==> config.mk <==
export PLATFORM = sky130hd
export DESIGN_NAME = uart_byte_tx
export DESIGN_NICKNAME = d
export VERILOG_FILES = /design/src/rtl/uart_byte_tx.sv
export SDC_FILE = /design/constraint.sdc
export NUM_CORES = 1
export LEC_CHECK = 0
export ABC_CLOCK_PERIOD_IN_PS = 2800
export CAP_MARGIN = 5
export CORE_AREA = 4 4 77 79
export CTS_BUF_LIST = sky130_fd_sc_hd__clkbuf_8
export DETAILED_ROUTE_END_ITERATION = 8
export DIE_AREA = 0 0 81 83
export HOLD_SLACK_MARGIN = 0.02
export PLACE_DENSITY = 0.8
export SYNTH_ARGS = -nofsm -noshare
export SYNTH_HDL_FRONTEND = slang
export SYNTH_SLANG_ARGS = --single-unit
==> constraint.sdc <==
create_clock -name clk -period 2.8 [get_ports clk]
set_input_delay 0.56 -clock clk [delete_from_list [all_inputs] [get_ports clk]]
set_output_delay 0.56 -clock clk [all_outputs]
set_load 0.005 [all_outputs]
==> src/rtl/uart_byte_tx.sv <==
// uart_byte_tx
//   Serialises bytes from the upstream counter stage onto one UART TX pin.
//   Frame: start bit, 8 data bits LSB first, optional parity, 1 or 2 stop bits.
//   A small FIFO with a valid/ready handshake decouples byte production from
//   the slow serial line.
//
// Ports:
//   clk         clock, rising edge
//   rst_n       synchronous active-low reset
//   in_data     byte to transmit
//   in_valid    in_data valid this cycle
//   in_ready    FIFO can accept a byte this cycle (low while in reset)
//   parity_en   append parity bit; sampled when a byte is popped
//   parity_odd  1 = odd parity, 0 = even; sampled when a byte is popped
//   tx          serial line, idles high, registered
//   busy        high while a frame is on the line, registered
//   fifo_level  bytes queued, excluding the byte in flight
module uart_byte_tx #(
    parameter int CLKS_PER_BIT = 4,
    parameter int FIFO_DEPTH   = 4,
    parameter int STOP_BITS    = 1
) (
    input  logic                          clk,
    input  logic                          rst_n,
    input  logic [7:0]                    in_data,
    input  logic                          in_valid,
    output logic                          in_ready,
    input  logic                          parity_en,
    input  logic                          parity_odd,
    output logic                          tx,
    output logic                          busy,
    output logic [$clog2(FIFO_DEPTH):0]   fifo_level
);

    localparam int AW = $clog2(FIFO_DEPTH);
    localparam int LW = AW + 1;
    localparam int CW = $clog2(STOP_BITS * CLKS_PER_BIT + 1);
    localparam logic [CW-1:0] BIT_LAST  = CW'(CLKS_PER_BIT - 1);
    localparam logic [CW-1:0] STOP_LAST = CW'(STOP_BITS * CLKS_PER_BIT - 1);

    typedef enum logic [2:0] {
        IDLE,
        START,
        DATA,
        PARITY,
        STOP
    } state_t;

    state_t          state;
    logic [CW-1:0]   baud_cnt;
    logic [2:0]      bit_idx;
    logic [7:0]      shift;
    logic            par_en_q;
    logic            par_bit;

    logic [7:0]      mem [FIFO_DEPTH];
    logic [AW-1:0]   wr_ptr;
    logic [AW-1:0]   rd_ptr;
    logic [7:0]      head;
    logic            push;
    logic            pop;

    // Ready comes from the registered level only, so a pop this cycle does
    // not make room until the next one.
    assign in_ready = rst_n && (fifo_level < LW'(FIFO_DEPTH));
    assign push     = in_valid && in_ready;
    assign head     = mem[rd_ptr];

    // Pops happen only when leaving IDLE or at the last STOP cycle.
    always_comb begin
        pop = 1'b0;
        if (fifo_level != '0) begin
            if (state == IDLE) begin
                pop = 1'b1;
            end else if (state == STOP && baud_cnt == STOP_LAST) begin
                pop = 1'b1;
            end
        end
    end

    always_ff @(posedge clk) begin
        if (push) begin
            mem[wr_ptr] <= in_data;
        end
    end

    always_ff @(posedge clk) begin
        if (!rst_n) begin
            state      <= IDLE;
            tx         <= 1'b1;
            busy       <= 1'b0;
            baud_cnt   <= '0;
            bit_idx    <= '0;
            shift      <= '0;
            par_en_q   <= 1'b0;
            par_bit    <= 1'b0;
            wr_ptr     <= '0;
            rd_ptr     <= '0;
            fifo_level <= '0;
        end else begin
            if (push) begin
                wr_ptr <= wr_ptr + 1'b1;
            end
            if (pop) begin
                rd_ptr   <= rd_ptr + 1'b1;
                shift    <= head;
                par_en_q <= parity_en;
                // Parity bit is fixed at pop time so later input changes
                // cannot disturb the frame.
                par_bit  <= (^head) ^ parity_odd;
            end
            fifo_level <= fifo_level + LW'(push) - LW'(pop);

            case (state)
                IDLE: begin
                    tx   <= 1'b1;
                    busy <= 1'b0;
                    if (pop) begin
                        tx       <= 1'b0;
                        busy     <= 1'b1;
                        baud_cnt <= '0;
                        state    <= START;
                    end
                end

                START: begin
                    if (baud_cnt == BIT_LAST) begin
                        baud_cnt <= '0;
                        bit_idx  <= '0;
                        tx       <= shift[0];
                        state    <= DATA;
                    end else begin
                        baud_cnt <= baud_cnt + 1'b1;
                    end
                end

                DATA: begin
                    if (baud_cnt == BIT_LAST) begin
                        baud_cnt <= '0;
                        if (bit_idx == 3'd7) begin
                            if (par_en_q) begin
                                tx    <= par_bit;
                                state <= PARITY;
                            end else begin
                                tx    <= 1'b1;
                                state <= STOP;
                            end
                        end else begin
                            shift   <= shift >> 1;
                            tx      <= shift[1];
                            bit_idx <= bit_idx + 1'b1;
                        end
                    end else begin
                        baud_cnt <= baud_cnt + 1'b1;
                    end
                end

                PARITY: begin
                    if (baud_cnt == BIT_LAST) begin
                        baud_cnt <= '0;
                        tx       <= 1'b1;
                        state    <= STOP;
                    end else begin
                        baud_cnt <= baud_cnt + 1'b1;
                    end
                end

                STOP: begin
                    if (baud_cnt == STOP_LAST) begin
                        baud_cnt <= '0;
                        if (pop) begin
                            // Back-to-back frame: no idle gap, busy stays high.
                            tx    <= 1'b0;
                            state <= START;
                        end else begin
                            tx    <= 1'b1;
                            busy  <= 1'b0;
                            state <= IDLE;
                        end
                    end else begin
                        baud_cnt <= baud_cnt + 1'b1;
                    end
                end

                default: begin
                    tx    <= 1'b1;
                    busy  <= 1'b0;
                    state <= IDLE;
                end
            endcase
        end
    end

endmodule

==> impl.org, run 1 <==
** Final layout
- The repair_antennas step left the layout with diodes totalling 0.
- Compared with the post-synthesis result, the final layout area differs by 16.5%.
- In the final design database the tool counted roughly 270 nets.
- The post-route netlist has 10.4% of its cells at a drive strength greater than 1.
- Final Cell Area :: roughly 0.0033 sq mm

** Global routing
- The number of global-route vias before repair is around 1,600.
- After global routing the overflow that remains totals 0.
- Global routing consumed, over all layers together, ~15% of the routing resources.
- The initial antenna violation count came to 0.
- The first global-routing pass estimated around 7.5 mm of wire.
- Entering global routing, the biggest net connects 32 pins.

** Logic synthesis
- Yosys mapped a number of flops with a built-in enable equal to 32.
- Yosys printed 0 warnings.
- Predominant post-synthesis flop cell :: edfxtp_1
- Proportion of synthesized chip area in sequential cells :: 55.5%
- Dividing the synthesized area by the synthesized cell count gives approximately 13 sq um.
- In this run, synthesis produced a sequential element count of just over 60.
- In the synthesized netlist the async set-or-reset flop fraction comes to 0%.
- Synth Instances :: 221
- In this run, distinct cell masters in the synthesized netlist total 42.
- Syn Nets :: ~240
- Summing every instance area after synthesis gives ~0.0028 sq mm.

** Route
- After detailed routing, the number of remaining DRC violations is 0.
- The detailed router finished its first iteration with 84 violations.
- Detailed-router iteration count before antenna repair :: 4
- After detailed routing, the total wire length is approximately 4.6 mm.
- Remaining antenna violation count :: 0
- Summing over every cut layer, the via total after detailed routing is roughly 1,700.
- Mean number of vias per cell :: between 5 and 6
- Average wire per standard cell :: between 10 and 15 um

** Floorplanning
- The floorplan has 27 rows.
- The floorplan step defined a die boundary enclosing ~0.0067 sq mm.
- Die Span X :: ~81 um
- Core ar. :: 0.00534 sq mm
- I/O pin total :: 19
- The initial utilization of the core area, before any placement, comes to 52.7%.
- Height of the chip :: a little over 80 um

** Hold path
- Endpoint of the worst hold-timing path :: baud_cnt[2]$_SDFFE_PN0P_
- The startpoint identified for the worst hold timing path is baud_cnt[2]$_SDFFE_PN0P_.
- The worst hold path belongs to the class reg2reg.
- Worst hold path cell count :: 2

** Critical path
- In this run the critical register-to-register path is launched from baud_cnt[0]$_SDFFE_PN0P_.
- Cell repeated most along the worst path :: inv_1
- Critical path class :: in2reg
- Capture point of the worst reg-to-reg path :: fifo_level[2]$_SDFF_PN0_
- Crit path largest cell delay :: about 510 ps
- Critical Path Slowest Stage Cell :: clkdlybuf4s50_1
- Crit path max-delay family :: adder cells
- Worst reg2reg setup slack :: ~300 ps
- At the worst endpoint, the required time is 3030 ps.
- Startpoint Class :: input port
- STA classifies the critical path endpoint as a register.
- The worst register-to-register path has a depth of 11.
- Combined buffer and inverter count along the critical path :: 4
- Arr. time, crit path :: around 2800 ps
- The critical path goes through clkdlybuf4s50_1 > nor2b_1 > and2_1 > inv_1 > ha_1 > inv_1 > ha_1 > inv_1 > fa_1 > xnor2_1 > xnor2_1 > and2_1.
- Crit-path max FO :: 2

** Power and ir drop
- Internal power comes to about 0.0021 W.
- The worst-case IR drop observed on VDD is between 700 and 800 uV.
- Sequential power share :: between 30 and 40%
- Power spread over the standard cell area amounts to a little over 900 mW/mm^2.
- P_leak :: between 1 and 1.5 nW
- Switching Power :: roughly 0.00089 W
- Part of the power in combinational logic :: roughly 33%
- Clock Power Share :: ~28%
- Share of total power consumed by net switching :: between 20 and 30%

** STA
- Least setup slack across all paths after layout :: between 200 and 250 ps
- Shortest period the worst path allows :: roughly 2600 ps
- Max Clock Skew :: roughly 7.6 ps
- Setup violations remaining at the end of the flow were counted as 0.
- The final critical path takes up around 91% of the cycle.
- Setup repair after global routing left no endpoint under its margin.
- Least-Margin Pin Slew :: 549 ps
- Timing would allow up to ~400 MHz.
- The count of final hold-check violations came to 0.
- Slew Limit Headroom :: around 63%
- The final count of pins violating max slew was 0.

** Clock network
- Worst-Skew Late Latency :: roughly 330 ps
- Maximum level of the CTS H-tree :: 3
- Number of hold buffers added after CTS :: 0
- Number of gates given a new drive strength after cts :: 0
- Number of buffers inserted by post-CTS setup repair :: 0
- TritonCTS built the clock tree.
- Clock-pin slew was measured on the worst setup and hold paths at about 70 ps.
- The root buffer cell chosen for the clock tree is clkbuf_8.
- Number of sinks handled by clock tree synthesis :: 62
- TritonCTS created 9 clock buffers.
- Number of buffers on the longest clock path :: 2

** Placement
- HPWL reported at the end of detailed placement :: ~3.2 mm
- Global placement routability congestion :: 0.833
- At the placement stage, the worst setup path has a slack of -88.8 ps.
- Summing all placed instances gives a cell area of 0.00306 sq mm.
- In this run the tool buffered the top-level ports with 18 buffer cells.

** Outcome
- The run finished with clean final reports.

** Flow run
- Max-cap violations in this run came to 0.
area by class of cell:
type / instances / area, sq um
sequential: 62 / 1560
clock buffer: 9 / 124
timing repair buffer: 25 / 233
multi-input combinational: 142 / 1160
inverter: 5 / 18.8
tap: 72 / 90.1
fill: 437 / 2060
clock inverter: 7 / 88.8
placed cells by master (no fill, tap or decap), drive strengths merged, types with 3 or more instances in the layout:
| master | n |
|---|---|
| xor2 | 4 |
| o21ai | 5 |
| nor2b | 11 |
| o211a | 7 |
| clkinv | 3 |
| clkbuf | 9 |
| a21oi | 5 |
| mux2i | 9 |
| clkdlybuf4s50 | 18 |
| inv | 5 |
| xnor2 | 7 |
| dfxtp | 30 |
| nor3b | 3 |
| o21a | 3 |
| edfxtp | 32 |
| a211oi | 3 |
| and3 | 4 |
| nor2 | 14 |
| buf | 7 |
| mux4 | 8 |
| ha | 9 |
| nand2 | 21 |
| and2 | 10 |
synthesized netlist by cell type (2+ instances only):
cell | instances | area (sq um)
nor2b_1 | 11 | 68.8
clkbuf_1 | 7 | 26.3
nand3b_1 | 2 | 15.0
mux2i_1 | 9 | 90.1
dfxtp_1 | 30 | 601
edfxtp_1 | 32 | 961
nand2b_1 | 2 | 12.5
xor2_1 | 4 | 35.0
xnor2_1 | 6 | 52.6
inv_1 | 5 | 18.8
a22oi_1 | 2 | 15.0
ha_1 | 9 | 113
o21ai_0 | 5 | 25.0
o211a_1 | 7 | 70.1
a21oi_1 | 5 | 25.0
and2_1 | 10 | 62.6
mux4_2 | 2 | 45.0
and3_1 | 4 | 25.0
nor3_1 | 2 | 10.0
o21a_1 | 3 | 22.5
buf_6 | 2 | 22.5
mux4_1 | 6 | 158
nor2_1 | 14 | 52.6
nand2_1 | 21 | 78.8
a211oi_1 | 2 | 15.0
nor3b_1 | 3 | 22.5
sequential cells by signal (all words and copies together), names as in the netlist, named ones only:
register,flops
par_bit,1
mem,32
baud_cnt,3
bit_idx,3
state,3
wr_ptr,2
busy,1
rd_ptr,2
fifo_level,3
shift,8
tx,1
par_en_q,1
worst max-delay path by stage:
stage | start | endpoint | slack (ps) | cells after the start
2_1_floorplan | fifo_level[1]$_SDFF_PN0_ | fifo_level[2]$_SDFF_PN0_ | 150 | 11
3_3_place_gp | rst_n | fifo_level[2]$_SDFF_PN0_ | -20 | 12
3_5_place_dp | rst_n | fifo_level[2]$_SDFF_PN0_ | -90 | 12
4_1_cts | rst_n | fifo_level[2]$_SDFF_PN0_ | 260 | 12
5_1_grt | rst_n | fifo_level[2]$_SDFF_PN0_ | 120 | 12
6_report | rst_n | fifo_level[2]$_SDFF_PN0_ | 250 | 12
per-layer routing:
metal / GRT usage, % / share of wire, %
met1: 19.4 / 48
met2: 22.8 / 48
met3: 4.23 / 3.5
met4: 6.45 / 0.99
met5: 0 / 0
metrics by stage:
stage               utilization, %  cells  hold slack, ps  setup TNS (ps)  total power [W]
finish                        61.4    322             459               0          0.00304
detailed placement            57.4    306             452           -88.8          0.00223
global route                  61.4    322             485               0          0.00324
CTS                           61.4    322             462               0          0.00307
global placement              57.4    306             443           -24.3          0.00219
floorplan                        -    221             429               0          0.00199
tightest hold or removal path: stages, from the launching register on:
cell and delay, ps:
dfxtp_1 320, nand2_1 60, a311oi_1 40
power by group through the flow:
stage / combinational, W / sequential, W / clock [W]
finish: 0.000991 / 0.00121 / 0.000839
global placement: 0.000964 / 0.00123 / 0
floorplan: 0.000811 / 0.00118 / 0
global route: 0.00111 / 0.00123 / 0.000894
CTS: 0.00100 / 0.00121 / 0.000851
detailed placement: 0.00100 / 0.00123 / 0
cell families (layout without fill, tap and decap cells):
kind of cell             after synthesis  in the layout  share of synthesized area (%)
flip-flops                            62             62                           55.5
adder cells (fa/ha/maj)               10             10                           4.71
buffers and inverters                 17             46                           3.25
XOR/XNOR                              12             12                           4.49
AO/OA/AOI/OAI                         30             30                           8.31
AND/OR/NAND/NOR                       73             73                           13.3
multiplexers                          17             17                           10.4
Power figures use the tool's default switching activity.
==> run 2: changes to the inputs <==
SKIP_CTS_REPAIR_TIMING = 1   (was not set)
==> results of run 2 <==
No change in the layout: final DEF, timing and power equal those of run 1.
==> run 3: changes to the inputs <==
CAP_MARGIN = 30   (was 5)
CTS_CLUSTER_SIZE = 8   (was not set)
SLEW_MARGIN = 25   (was not set)
==> results of run 3 <==
No change in the layout: final DEF, timing and power equal those of run 1.
